$ cat config.mk
export PLATFORM = sky130hd
export DESIGN_NAME = sig_phase_sched_flat
export DESIGN_NICKNAME = d
export VERILOG_FILES = /design/src/rtl/sig_pkg.sv /design/src/rtl/sig_phase_sched_if.sv /design/src/rtl/sig_phase_timer.sv /design/src/rtl/sig_phase_sched.sv /design/src/flat_wrapper.sv
export SDC_FILE = /design/constraint.sdc
export NUM_CORES = 1
export LEC_CHECK = 0
export BUFFER_PORTS_ARGS = -buffer_cell sky130_fd_sc_hd__buf_2
export CAP_MARGIN = 25
export CORE_ASPECT_RATIO = 0.8
export CORE_MARGIN = 4
export CORE_UTILIZATION = 40
export CTS_CLUSTER_SIZE = 10
export DETAILED_ROUTE_END_ITERATION = 16
export GPL_TIMING_DRIVEN = 0
export PLACE_DENSITY = 0.57
export SLEW_MARGIN = 10
export SYNTH_ARGS = -nofsm -noshare
export SYNTH_HDL_FRONTEND = slang
export SYNTH_SLANG_ARGS = --single-unit
export TNS_END_PERCENT = 10
$ cat constraint.sdc
create_clock -name clock -period 6.2 [get_ports clock]
set_clock_uncertainty 0.1 [all_clocks]
set_input_delay 0.31 -clock clock [delete_from_list [all_inputs] [get_ports clock]]
set_output_delay 0.31 -clock clock [all_outputs]
set_load 0.01 [all_outputs]
$ cat src/rtl/sig_pkg.sv
// Lamp encodings, phase codes and the phase-to-lamp decode shared by the
// intersection controllers and their benches.
`timescale 1ns/1ps
package sig_pkg;

  localparam logic [1:0] SIG_RED    = 2'd0;
  localparam logic [1:0] SIG_YELLOW = 2'd1;
  localparam logic [1:0] SIG_GREEN  = 2'd2;

  typedef enum logic [2:0] {
    ST_HG     = 3'd0,
    ST_HY     = 3'd1,
    ST_AR1    = 3'd2,
    ST_CG     = 3'd3,
    ST_CY     = 3'd4,
    ST_WK     = 3'd5,
    ST_AR2    = 3'd6,
    ST_UNUSED = 3'd7
  } phase_e;

  typedef struct packed {
    logic [1:0] hwy;
    logic [1:0] cntry;
    logic       walk;
  } lamps_t;

  function automatic lamps_t decode_lamps(phase_e s);
    lamps_t l;
    l = '{hwy: SIG_RED, cntry: SIG_RED, walk: 1'b0};
    case (s)
      ST_HG:   l.hwy   = SIG_GREEN;
      ST_HY:   l.hwy   = SIG_YELLOW;
      ST_CG:   l.cntry = SIG_GREEN;
      ST_CY:   l.cntry = SIG_YELLOW;
      ST_WK:   l.walk  = 1'b1;
      default: l = '{hwy: SIG_RED, cntry: SIG_RED, walk: 1'b0};
    endcase
    return l;
  endfunction

endpackage

$ cat src/rtl/sig_phase_sched_if.sv
// Sensor inputs and lamp/monitor outputs of the phase scheduler.
// SIG_PREEMPT_EN adds the preempt input.
`timescale 1ns/1ps
interface sig_phase_sched_if;
  logic       car_x;
  logic       ped_req;
`ifdef SIG_PREEMPT_EN
  logic       preempt;
`endif
  logic [1:0] hwy;
  logic [1:0] cntry;
  logic       walk;
  logic       ped_pending;
  logic [2:0] phase;

  modport master (
`ifdef SIG_PREEMPT_EN
    output preempt,
`endif
    output car_x, ped_req,
    input  hwy, cntry, walk, ped_pending, phase
  );

  modport slave (
`ifdef SIG_PREEMPT_EN
    input  preempt,
`endif
    input  car_x, ped_req,
    output hwy, cntry, walk, ped_pending, phase
  );
endinterface

$ cat src/rtl/sig_phase_timer.sv
// Loadable down-counter that saturates at zero; zero flags the last cycle of a phase.
`timescale 1ns/1ps
module sig_phase_timer #(
  parameter int CW = 8
) (
  input  logic          clock,
  input  logic          clear_n,
  input  logic          load,
  input  logic [CW-1:0] load_val,
  output logic          zero
);

  logic [CW-1:0] cnt_q;

  always_ff @(posedge clock or negedge clear_n) begin
    if (!clear_n)          cnt_q <= '0;
    else if (load)         cnt_q <= load_val;
    else if (cnt_q != '0)  cnt_q <= cnt_q - CW'(1);
  end

  assign zero = (cnt_q == '0);

endmodule

$ cat src/rtl/sig_phase_sched.sv
// Highway/country-road phase scheduler: FSM, car/pedestrian round-robin arbiter
// and pedestrian request latch. SIG_PREEMPT_EN adds emergency preemption.
`timescale 1ns/1ps
module sig_phase_sched
  import sig_pkg::*;
#(
  parameter int CW        = 8,
  parameter int HWY_MIN   = 20,
  parameter int Y_TIME    = 3,
  parameter int AR_TIME   = 2,
  parameter int CNTRY_MAX = 10,
  parameter int WALK_TIME = 8
) (
  input logic              clock,
  input logic              clear_n,
  sig_phase_sched_if.slave bus
);

  localparam logic [CW-1:0] T_HG       = CW'(HWY_MIN - 1);
  localparam logic [CW-1:0] T_HG_FRESH = CW'((HWY_MIN > 1) ? HWY_MIN - 2 : 0);
  localparam logic [CW-1:0] T_Y        = CW'(Y_TIME - 1);
  localparam logic [CW-1:0] T_AR       = CW'(AR_TIME - 1);
  localparam logic [CW-1:0] T_CG       = CW'(CNTRY_MAX - 1);
  localparam logic [CW-1:0] T_WK       = CW'(WALK_TIME - 1);
  localparam logic          HG_MIN_ONE = (HWY_MIN == 1);

  phase_e        state_q, state_d;
  logic          fresh_q, ped_pending_q, target_ped_q, last_ped_q;
  logic          capture, pick_ped, preempt_on, hold_hg, hg_zero;
  logic          tmr_load, tmr_zero;
  logic [CW-1:0] tmr_val;
  lamps_t        lamps;

  function automatic logic [CW-1:0] dur(phase_e s);
    case (s)
      ST_HY, ST_CY:   return T_Y;
      ST_AR1, ST_AR2: return T_AR;
      ST_CG:          return T_CG;
      ST_WK:          return T_WK;
      default:        return T_HG;
    endcase
  endfunction

`ifdef SIG_PREEMPT_EN
  assign preempt_on = bus.preempt;
`else
  assign preempt_on = 1'b0;
`endif

  // The cycle right after reset release acts as the HG entry cycle, so the
  // reset-time timer value of 0 must not count as an expired min-green.
  assign hg_zero  = fresh_q ? HG_MIN_ONE : tmr_zero;
  assign pick_ped = ped_pending_q & (~bus.car_x | ~last_ped_q);
  assign hold_hg  = preempt_on && (state_q == ST_HG);

  always_comb begin
    state_d = state_q;
    capture = 1'b0;
    case (state_q)
      ST_HG:  if (!preempt_on && hg_zero && (bus.car_x || ped_pending_q)) begin
                state_d = ST_HY;
                capture = 1'b1;
              end
      ST_HY:  if (tmr_zero) state_d = ST_AR1;
      ST_AR1: if (tmr_zero) state_d = preempt_on   ? ST_HG :
                                      target_ped_q ? ST_WK : ST_CG;
      ST_CG:  if (preempt_on || !bus.car_x || tmr_zero) state_d = ST_CY;
      ST_CY:  if (tmr_zero) state_d = ST_AR2;
      ST_WK:  if (preempt_on || tmr_zero) state_d = ST_AR2;
      ST_AR2: if (tmr_zero) state_d = ST_HG;
      default: state_d = ST_HG;
    endcase
  end

  assign tmr_load = fresh_q || hold_hg || (state_d != state_q);
  assign tmr_val  = (fresh_q && !hold_hg && state_d == ST_HG) ? T_HG_FRESH : dur(state_d);

  sig_phase_timer #(.CW(CW)) u_timer (
    .clock    (clock),
    .clear_n  (clear_n),
    .load     (tmr_load),
    .load_val (tmr_val),
    .zero     (tmr_zero)
  );

  always_ff @(posedge clock or negedge clear_n) begin
    if (!clear_n) begin
      state_q       <= ST_HG;
      fresh_q       <= 1'b1;
      ped_pending_q <= 1'b0;
      target_ped_q  <= 1'b0;
      last_ped_q    <= 1'b0;
    end else begin
      state_q <= state_d;
      fresh_q <= 1'b0;
      if (capture) begin
        target_ped_q <= pick_ped;
        last_ped_q   <= pick_ped;
      end
      // A press on the WK-entry cycle re-latches for the next round.
      if (bus.ped_req)                                ped_pending_q <= 1'b1;
      else if (state_d == ST_WK && state_q != ST_WK)  ped_pending_q <= 1'b0;
    end
  end

  assign lamps           = decode_lamps(state_q);
  assign bus.hwy         = lamps.hwy;
  assign bus.cntry       = lamps.cntry;
  assign bus.walk        = lamps.walk;
  assign bus.ped_pending = ped_pending_q;
  assign bus.phase       = state_q;

endmodule
$ cat src/flat_wrapper.sv
// flat-port wrapper written by rule: the top's interface ports become plain ports
module sig_phase_sched_flat import sig_pkg::*;
#(
  parameter int CW        = 8,
  parameter int HWY_MIN   = 20,
  parameter int Y_TIME    = 3,
  parameter int AR_TIME   = 2,
  parameter int CNTRY_MAX = 10,
  parameter int WALK_TIME = 8
)
  (clock, clear_n, bus_car_x, bus_ped_req, bus_hwy, bus_cntry, bus_walk, bus_ped_pending, bus_phase);
  sig_phase_sched_if bus_i ();
  input logic clock;
  input logic clear_n;
  input wire logic [$bits(bus_i.car_x)-1:0] bus_car_x;
  input wire logic [$bits(bus_i.ped_req)-1:0] bus_ped_req;
  output wire logic [$bits(bus_i.hwy)-1:0] bus_hwy;
  output wire logic [$bits(bus_i.cntry)-1:0] bus_cntry;
  output wire logic [$bits(bus_i.walk)-1:0] bus_walk;
  output wire logic [$bits(bus_i.ped_pending)-1:0] bus_ped_pending;
  output wire logic [$bits(bus_i.phase)-1:0] bus_phase;
  assign bus_i.car_x = bus_car_x;
  assign bus_i.ped_req = bus_ped_req;
  assign bus_hwy = bus_i.hwy;
  assign bus_cntry = bus_i.cntry;
  assign bus_walk = bus_i.walk;
  assign bus_ped_pending = bus_i.ped_pending;
  assign bus_phase = bus_i.phase;
  sig_phase_sched #(.CW(CW), .HWY_MIN(HWY_MIN), .Y_TIME(Y_TIME), .AR_TIME(AR_TIME), .CNTRY_MAX(CNTRY_MAX), .WALK_TIME(WALK_TIME)) u_core (.clock(clock), .clear_n(clear_n), .bus(bus_i));
endmodule
==> results.txt <==
result of the run -> finished clean
clock transition time at the flip-flop clock pins of the worst setup and hold paths -> 0.08 ns
Initial DRC Count -> 35
number of failing setup endpoints in the final timing report -> 0
portion of synthesized cell area occupied by the leading cell type -> 0.331
number of remaining DRC errors -> 0
met2 routed WL -> 935 um
leakage power -> 0.473 nW
critical path capture point type -> register
Worst Path Required -> 6.29 ns
setup TNS -> 0 ns
cells along the critical path -> inv_1 -> ha_1 -> nor4b_4 -> and2_1 -> buf_6 -> mux2i_2 -> nor3b_2 -> o22ai_1
slew at the pin closest to its max-slew limit -> 0.507 ns
slowest stage cell on the critical path -> mux2i_2
htree depth -> 1
number of failing hold endpoints at the final stage -> 0
number of CTS-inserted buffers -> 3
number of flops mapped to enable cells by yosys -> 0
area occupied by multi-input gates -> 553 um2
maximum fanout encountered on the critical timing path -> 10
ratio of routed vias to standard cells -> 5.80
Horiz. Die Dim -> 63.4 um
boundary pin count -> 13
maximum capacitance violations -> 0
class of the most critical hold timing path -> primary input to register
post-layout net count -> 119
period utilization -> 0.381
Routed wire per std cell -> 15.5 um
most common flop cell mapped by yosys -> dfrtp_1
Buffers on Ports -> 12
buffers inserted during post-CTS setup optimization -> 0
number of global-route vias before repair -> 782
TritonCTS clock tree -> built
DR pass1 iterations -> 4
antenna violations before repair -> 0
depth of the critical timing path with buffers and inverters included -> 8
layout-stage area growth over the synthesis result -> 13.0%
launching instance or port of the critical path -> u_core.u_timer.cnt_q[0]$_DFFE_PN0P_
distinct cell type count of the synthesized netlist -> 46
Final GP Congestion -> 0.780
Antenna Nets Post-Route -> 0
endpoint of the worst-slack reg-to-reg timing path -> u_core.u_timer.cnt_q[0]$_DFFE_PN0P_
Warnings, synthesis -> 0
worst-case clock buffer depth -> 2
end of the critical path -> u_core.u_timer.cnt_q[0]$_DFFE_PN0P_
largest net degree at the start of global routing -> 15
core area -> 2250 um2
WL met1 -> 1100 um
flop2flop setup slack -> 3.83 ns
vias after detailed routing -> 800
die boundary height -> 52.4 um
sequential cell area fraction in the yosys report -> 0.358
starting density of the core -> 0.437
clk_lat worst skew -> 0.28 ns
number of core rows -> 15
max-slew violation count -> 0
headroom to the max-slew limit -> 0.660
global-route usage over all layers -> 0.154
Max rail drop VDD -> 0.000202 V
reg-to-reg startpoint -> u_core.u_timer.cnt_q[0]$_DFFE_PN0P_
share of final-layout standard cells stronger than drive strength 1 -> 0.327
type of the worst setup path -> register to register
residual overflow from global routing -> 0
FF+latch count, synth -> 14
Critical Path Max Stage Delay -> 0.42 ns
CTS sink cnt -> 14
number of diodes added for antenna fixing -> 0
FF-to-FF path depth -> 8
most area-hungry cell type in the Yosys netlist -> dfrtp_1
top layer in use -> met4
Clock Root Buffer -> clkbuf_4
FF+latch area -> 352 um2
signal arrival time at the worst endpoint -> 2.46 ns
WL final -> 2150 um
Cell Area, Placed -> 1070 um2
minimum period implied by the final worst setup slack -> 2.37 ns
count of instances resized after the clock tree is built -> 0
synthesized netlist net count -> 101
setup repair after global routing missed its margin -> no
Bufs and invs on worst path -> 2
startpoint class of the critical path -> register
Detail Route met3 WL -> 98 um
Filler cells -> 217
post-route standard cell area excluding fillers -> 1110 um2
Achievable Freq -> 0.423 GHz
FFs w/ async S/R, synth -> 1.00
number of standard cells after synthesis -> 96
global-route wire length before repair -> 3890 um
Cell Pwr Density -> 521 nW/um2
synth top area cells -> dfrtp_1 33%, buf_6 4.6%, xnor2_1 3.6%
cell family with most CP delay -> simple AND/OR/NAND/NOR gates
Detailed Place HPWL -> 1590 um
area of the die -> 3320 um2
mean post-synth cell area -> 10.2 um2
Netlist Area Pre-Place -> 983 um2
## power breakdown
part	switching, mW	internal [mW]	total [mW]
registers	0.0430	0.127	0.170
logic	0.195	0.160	0.355
clock network	0.0292	0.0249	0.0541
## metrics by stage
step / hold slack (ns) / worst slack (ns) / cells / power, mW / utilization
floorplan: -0.0856 / 4.19 / 96 / 0.438 / -
global route: 0.108 / 3.62 / 138 / 0.639 / 0.493
global placement: 0.130 / 3.86 / 133 / 0.521 / 0.477
CTS: 0.108 / 3.83 / 138 / 0.584 / 0.493
detailed placement: 0.131 / 3.86 / 133 / 0.525 / 0.477
finish: 0.116 / 3.83 / 138 / 0.579 / 0.493
## sequential cells by signal, summed over array words and instances, names as in the netlist
name / count
u_core.bus.ped_pending: 1
u_core.bus.phase: 3
u_core.fresh_q: 1
u_core.target_ped_q: 1
u_core.u_timer.cnt_q: 8
## worst min path at each step
stage,start,endpoint,slack [ns],cells after the start
after global routing,bus_ped_req,u_core.bus.ped_pending$_DFFE_PN0P_,0.11,2
after floorplan,clear_n,u_core.bus.ped_pending$_DFFE_PN0P_,-0.09,0
final,bus_ped_req,u_core.bus.ped_pending$_DFFE_PN0P_,0.12,2
after detailed placement,clear_n,u_core.u_timer.cnt_q[7]$_DFFE_PN0P_,0.13,1
after global placement,clear_n,u_core.u_timer.cnt_q[7]$_DFFE_PN0P_,0.13,1
after CTS,bus_ped_req,u_core.bus.ped_pending$_DFFE_PN0P_,0.11,2
## final cells by class
cell class	instances	share of cell area
sequential	14	0.316
inverter	7	0.0236
clock buffer	4	0.0236
buffer	5	0.0473
timing repair buffer	13	0.0631
multi-input combinational	70	0.498
tap	25	0.0282
## kinds of logic (layout without fill, tap and decap cells)
kind of cell,Yosys count,after routing,share of synthesized area
AND/OR/NAND/NOR,35,35,0.240
AO/OA/AOI/OAI,26,26,0.234
flip-flops,14,14,0.358
buffers and inverters,12,29,0.0802
XOR/XNOR,4,4,0.0356
multiplexers,3,3,0.0356
adder cells (fa/ha/maj),1,1,0.0127
other,1,1,0.00381
## placed cells by master (no fill, tap or decap), drive strengths merged, types with 2 or more instances in the layout
cell	n
o21ai	5
inv	7
nand2	6
dfrtp	13
and3	2
nor3	4
xnor2	4
buf	17
o31ai	3
nor2	4
a21oi	3
or3	2
or4b	3
o211ai	3
a21boi	3
mux2i	2
clkbuf	4
nand3	4
o2111ai	2
## per-layer routing
| metal | vias up | track usage |
|---|---|---|
| met2 | 20 | 0.236 |
| met3 | 2 | 0.0429 |
| met5 | - | 0 |
| li1 | 390 | - |
| met1 | 388 | 0.217 |
| met4 | 0 | 0.0323 |
## repair_timing
action / 4_1_cts / 5_1_grt
setup endpoints to repair: 0 / 0
hold endpoints to repair: 13 / 0
hold buffers: 1 / 0
## synthesized netlist by cell type, drive strengths merged (2+ instances only)
cell type,instances
nand3,4
or4b,3
mux2i,2
and3,2
o211ai,3
inv,7
or3,2
dfrtp,13
o21ai,5
a21oi,3
xnor2,4
buf,5
o2111ai,2
o31ai,3
nor2,4
a21boi,3
nand2,6
nor3,4
Power figures use the tool's default switching activity.
